### config.mk
export PLATFORM = sky130hd
export DESIGN_NAME = int24_to_float
export DESIGN_NICKNAME = d
export VERILOG_FILES = /design/src/rtl/int24_to_float.sv
export SDC_FILE = /design/constraint.sdc
export NUM_CORES = 1
export LEC_CHECK = 0
export CAP_MARGIN = 40
export CORE_MARGIN = 4
export CORE_UTILIZATION = 55
export CTS_CLUSTER_SIZE = 12
export DETAILED_ROUTE_END_ITERATION = 7
export HOLD_SLACK_MARGIN = 0.15
export PLACE_DENSITY = 0.84
export SETUP_SLACK_MARGIN = 0.2
export SLEW_MARGIN = 20
export SYNTH_ARGS = -nofsm -noshare
export SYNTH_HDL_FRONTEND = slang
export SYNTH_SLANG_ARGS = --single-unit
### constraint.sdc
create_clock -name i_CLK -period 2.7 [get_ports i_CLK]
set_input_delay 0.81 -clock i_CLK [delete_from_list [all_inputs] [get_ports i_CLK]]
set_output_delay 0.81 -clock i_CLK [all_outputs]
set_load 0.01 [all_outputs]
### src/rtl/int24_to_float.sv
// int24_to_float: 24-bit two's complement sample to IEEE-754 single.
// Define INT24_TO_FLOAT_SCALE_EN to scale the result by 2^-23.
`timescale 1ns/1ps
module int24_to_float (
    input  logic        i_CLK,
    input  logic        i_RSTN,
    input  logic [23:0] i_DATA,
    input  logic        i_DATA_VALID,
    output logic        o_DATA_READY,
    output logic [31:0] o_F_DATA,
    output logic        o_F_DATA_VALID,
    input  logic        i_F_READY
);

`ifdef INT24_TO_FLOAT_SCALE_EN
    localparam logic [7:0] EXP_BASE = 8'd127;
`else
    localparam logic [7:0] EXP_BASE = 8'd150;
`endif

    localparam logic [5:0] MAX_SHIFTS = 6'd23;

    typedef enum logic [2:0] {
        IDLE      = 3'd0,
        CONVERT   = 3'd1,
        NORMALIZE = 3'd2,
        PACK      = 3'd3,
        OUTPUT    = 3'd4
    } state_t;

    state_t      state_q, state_d;
    logic [23:0] data_q, data_d;
    logic        sign_q, sign_d;
    logic [23:0] mant_q, mant_d;
    logic [7:0]  exp_q, exp_d;
    logic [5:0]  cnt_q, cnt_d;
    logic        zero_q, zero_d;
    logic        ready_q, ready_d;
    logic [31:0] f_q, f_d;
    logic        fvalid_q, fvalid_d;
    logic [23:0] abs_x;

    // Magnitude of the captured sample; 0x800000 maps onto itself.
    always_comb begin
        abs_x = data_q[23] ? (~data_q + 24'd1) : data_q;
    end

    // Next-state and datapath for the conversion sequence.
    always_comb begin
        state_d  = state_q;
        data_d   = data_q;
        sign_d   = sign_q;
        mant_d   = mant_q;
        exp_d    = exp_q;
        cnt_d    = cnt_q;
        zero_d   = zero_q;
        ready_d  = ready_q;
        f_d      = f_q;
        fvalid_d = fvalid_q;
        case (state_q)
            IDLE: begin
                if (ready_q && i_DATA_VALID) begin
                    data_d  = i_DATA;
                    ready_d = 1'b0;
                    state_d = CONVERT;
                end else begin
                    ready_d = 1'b1;
                end
            end
            CONVERT: begin
                sign_d  = data_q[23];
                mant_d  = abs_x;
                exp_d   = EXP_BASE;
                cnt_d   = MAX_SHIFTS;
                zero_d  = (data_q == 24'd0);
                state_d = (data_q == 24'd0) ? PACK : NORMALIZE;
            end
            NORMALIZE: begin
                if (mant_q[23] || (cnt_q == 6'd0)) begin
                    state_d = PACK;
                end else begin
                    mant_d = {mant_q[22:0], 1'b0};
                    exp_d  = exp_q - 8'd1;
                    cnt_d  = cnt_q - 6'd1;
                end
            end
            PACK: begin
                f_d      = zero_q ? 32'h0 : {sign_q, exp_q, mant_q[22:0]};
                fvalid_d = 1'b1;
                state_d  = OUTPUT;
            end
            OUTPUT: begin
                if (i_F_READY) begin
                    fvalid_d = 1'b0;
                    state_d  = IDLE;
                end
            end
            default: begin
                state_d  = IDLE;
                ready_d  = 1'b0;
                fvalid_d = 1'b0;
            end
        endcase
    end

    // State and output registers, cleared asynchronously.
    always_ff @(posedge i_CLK or negedge i_RSTN) begin
        if (!i_RSTN) begin
            state_q  <= IDLE;
            data_q   <= 24'd0;
            sign_q   <= 1'b0;
            mant_q   <= 24'd0;
            exp_q    <= 8'd0;
            cnt_q    <= 6'd0;
            zero_q   <= 1'b0;
            ready_q  <= 1'b0;
            f_q      <= 32'h0;
            fvalid_q <= 1'b0;
        end else begin
            state_q  <= state_d;
            data_q   <= data_d;
            sign_q   <= sign_d;
            mant_q   <= mant_d;
            exp_q    <= exp_d;
            cnt_q    <= cnt_d;
            zero_q   <= zero_d;
            ready_q  <= ready_d;
            f_q      <= f_d;
            fvalid_q <= fvalid_d;
        end
    end

    assign o_DATA_READY   = ready_q;
    assign o_F_DATA       = f_q;
    assign o_F_DATA_VALID = fvalid_q;

endmodule

==> impl_summary.md <==
Run status
The flow ran to the end, and the final reports show no timing, DRC or antenna violations.

Flow run
Max-cap violations in this run came to 0.

STA
The slew at the pin closest to its max-slew limit is 0.8169 ns. After layout, the worst path uses 87.81% of the clock period. The number of max-slew violations in the final report was 0.

The hold violation total from the final report is 0. The minimum clock period after layout is 2.371 ns. The worst hold margin is 0.3820 ns. Between clock sinks in the finished design, the worst skew comes to 0.01318 ns.

The final setup violation count is 0. The worst pin sits at a relative slew slack of 45.54%. The accumulated negative setup slack is 0 ns.

Setup repair after global routing left no endpoint under its margin. The highest attainable clock frequency is 421.8 MHz.

CTS
The clock transition time at the flip-flop clock pins of the worst setup and hold paths is 0.10 ns. For this design, the sink count on the clock tree is 101. The number of setup buffers added after CTS is 0.

TritonCTS built the clock tree. The clock passes through at most 2 buffers. The source-to-sink clock delay at the later pin of the worst-skew pair is 0.37 ns. The quantity of hold-fixing buffers added after cts is 0. CTS placed an instance of sky130_fd_sc_hd__clkbuf_8 at the clock tree root. The number of buffers created by CTS is 9. In this run the number of H-tree levels came out at 3.

Synth
In this run the biggest area consumer among cell types represents 50.84% of the synthesized area. Summing the areas of all fa, ha and maj instances in the mapped netlist gives 1.007% of the synthesized area. The post-synthesis async set-or-reset flop share is 100.0%. The number of nets handed over by synthesis was 546. The number of distinct library cell variants in the gate-level netlist after synthesis is 48.

The proportion of synthesized area in mux cells is 5.588%. The count of flip-flops with a built-in enable after synthesis is 0. The most frequent cell after synthesis is sky130_fd_sc_hd__dfrtp_1.

After synthesis the netlist holds a flip-flop and latch count of 101. The predominant post-synthesis flop cell is sky130_fd_sc_hd__dfrtp_1. The synthesized netlist occupies a cell area of 0.004971 sq mm. The mean instance size in the synthesized netlist is 9.671 sq um.

In the post-synthesis netlist, the biggest area contributors are sky130_fd_sc_hd__dfrtp_1 51%, sky130_fd_sc_hd__o21ai_0 5.9%, sky130_fd_sc_hd__nand2_1 5.7%, sky130_fd_sc_hd__mux2_2 5.0%, sky130_fd_sc_hd__nand2b_1 4.0%. The share of the yosys chip area belonging to registers is 50.84%. The compound-cell area share of the yosys netlist is 16.11%.

For this run, the number of Yosys warnings is 0. Synthesis produced 514 cells. Of the total synthesized cell area, the portion taken by AND, OR, NAND and NOR gates is 18.73%.

Summing the areas of all xor and xnor instances in the mapped netlist gives 3.876% of the synthesized area. The commonest cells after synthesis are 101 x sky130_fd_sc_hd__dfrtp_1, 75 x sky130_fd_sc_hd__nand2_1, 59 x sky130_fd_sc_hd__o21ai_0. The synthesized design spends more area on one cell type than any other, namely sky130_fd_sc_hd__dfrtp_1. By area, the combinational part of the netlist is dominated by simple AND/OR/NAND/NOR gates.

Floorplanning
The core region is 0.008763 sq mm. The vertical die dimension is 103.1 um. From left edge to right edge, the die measures 103.1 um. The total number of placement rows is 34. The area of the die is 0.01062 sq mm. 62 I/O pins were placed. The initial standard-cell utilization of the core is 56.72%.

Cells and area
With fillers left out, the area of the finished cells amounts to 0.005904 sq mm. The post-route netlist has 12.83% of its cells at a drive strength greater than 1. At the end of the flow, the number of nets in the layout was 596.

The share of the core filled with cells is 67.38%. The post-route non-filler standard cell count is 677. The post-synthesis to final-layout area growth is 18.78%.

The count of antenna diodes in the layout is 0.

Pwr
The power density over the cells is 1174 mW/mm^2. The leakage power is 2.488 nW. VDD sags by at most 0.6377 mV.

Worst setup path
The origin of the critical flop-to-flop path is data_q[0]. The maximum net fanout on the critical path is 7. For the worst flop-to-flop path, the logic depth is 7.

STA classifies the critical path endpoint as a flop. The startpoint type of the worst setup path is a flop. The end of the worst register-to-register path is state_q[0]. In this run the register-to-register setup slack is 0.33 ns. The required time at the endpoint of the critical path is 2.97 ns. The path type of the worst setup path is reg2reg.

At the worst endpoint, the arrival time is 2.64 ns.

Global routing
The first global-routing pass estimated 18.86 mm of wire. The overall global routing resource usage is 22.50%. The initial antenna violation count was 0.

The overall overflow remaining after global route is 0. The pin count of the biggest net entering global routing is 69. The via count of the first global-routing pass is 3817.

Drt
Once detail routing completed, the nets flagged for antenna violations numbered 0. For this block, the via count after detailed routing is 3895. The post-detailed-route DRC marker count is 0. After detailed routing, the average wire length per cell comes to 16.31 um. Dividing the detail-routed via count by the number of cells gives 5.753.

The violation count after the first detailed-routing iteration is 231. Summed over all layers, the routed wires come to 11.04 mm. The number of iterations in the first detailed-routing pass is 4.

Placed design
The total cell area at the placement stage is 0.005705 sq mm. Including well taps, the total number of placed cells is 661. Summed over all nets, the half-perimeter wirelength after detailed placement is 7.924 mm. The last weighted congestion value of the routability-driven placer is 0.8831. The count of input and output buffers is 61.

Hold path
The min-delay analysis places its worst path in the category in2async.
==> critical path: stages, from the launching register on <==
cell and delay, ns:
sky130_fd_sc_hd__dfrtp_1 0.41, sky130_fd_sc_hd__inv_1 0.10, sky130_fd_sc_hd__ha_1 0.20, sky130_fd_sc_hd__or4b_4 0.52, sky130_fd_sc_hd__or3_1 0.45, sky130_fd_sc_hd__inv_1 0.13
sky130_fd_sc_hd__nand3_2 0.11, sky130_fd_sc_hd__a2111oi_4 0.35
==> state kept, by name (all words and copies together) (netlist names) <==
register and cells:
zero_q 1, sign_q 1, exp_q 8, state_q 3
o_DATA_READY 1, cnt_q 6, data_q 24, mant_q 24
o_F_DATA_VALID 1, o_F_DATA 32
==> kinds of logic (layout without fill, tap and decap cells) <==
logic type,count (synthesis),in the layout
and+or+nand+nor,183,183
AOI/OAI and AO/OA,131,131
DFF,101,101
buffers and inverters,48,103
muxes,25,25
xor gates and xnor gates,22,22
adders and majority gates,4,4
==> area by class of cell <==
class,instances,area (sq um)
fill,694,2859
sequential,101,2527
multi-input combinational,365,2272
timing repair buffer,77,740.7
clock buffer,10,137.6
tap,108,135.1
clock inverter,6,53.80
inverter,10,37.54
==> stage by stage <==
step	worst slack (ns)	power, W
after global routing	0.2058	0.007489
after CTS	0.2639	0.006951
after floorplan	0.3401	0.004798
after global placement	0.2758	0.005831
after detailed placement	0.1831	0.006016
final	0.3292	0.006930
==> how the worst max path moves through the flow <==
stage	start	endpoint	slack [ns]	cells after the start
after global routing	data_q[0]	mant_q[20]	0.21	7
final	data_q[0]	state_q[0]	0.33	7
after global placement	data_q[1]	state_q[0]	0.28	7
after detailed placement	data_q[0]	state_q[0]	0.18	7
after CTS	data_q[13]	state_q[0]	0.26	5
after floorplan	data_q[1]	state_q[0]	0.34	8
==> where the power goes <==
part           leakage (nW)  internal [W]  switching (W)
Sequential             1.24       0.00215       0.000648
Combinational          1.16       0.00150        0.00170
Clock                0.0954      0.000377       0.000552
==> layer usage <==
layer  routed length (um)  share of wire [%]  vias to the layer above  global-route usage [%]
li1                     -                  -                     1885                       -
met5                    0                  0                        -                       0
met4                  212                1.9                        0                   7.968
met3                  503                4.6                       18                   3.180
met1                 5012                 45                     1884                   32.41
met2                 5316                 48                      108                   34.98
==> cells in the final DEF, fill, tap and decap left out, drive strengths merged, types with 6 or more instances in the layout <==
| master | Yosys | routed |
|---|---|---|
| nand2 | 75 | 75 |
| buf | 9 | 17 |
| mux2 | 22 | 22 |
| xnor2 | 12 | 12 |
| o21ai | 59 | 59 |
| or3 | 7 | 7 |
| clkbuf | 29 | 10 |
| dfrtp | 101 | 101 |
| a31oi | 7 | 7 |
| o31ai | 7 | 7 |
| nor2 | 31 | 31 |
| xor2 | 10 | 10 |
| a21oi | 28 | 28 |
| nand3 | 6 | 6 |
| inv | 10 | 13 |
| nand2b | 32 | 32 |
| clkdlybuf4s50 | 0 | 60 |
==> timing repair <==
action,in CTS,in global routing
endpoints found under the hold margin,0,0
setup endpoints to repair,1,1
resized for setup,1,1
Note: power is estimated with default switching activity, not from simulation.
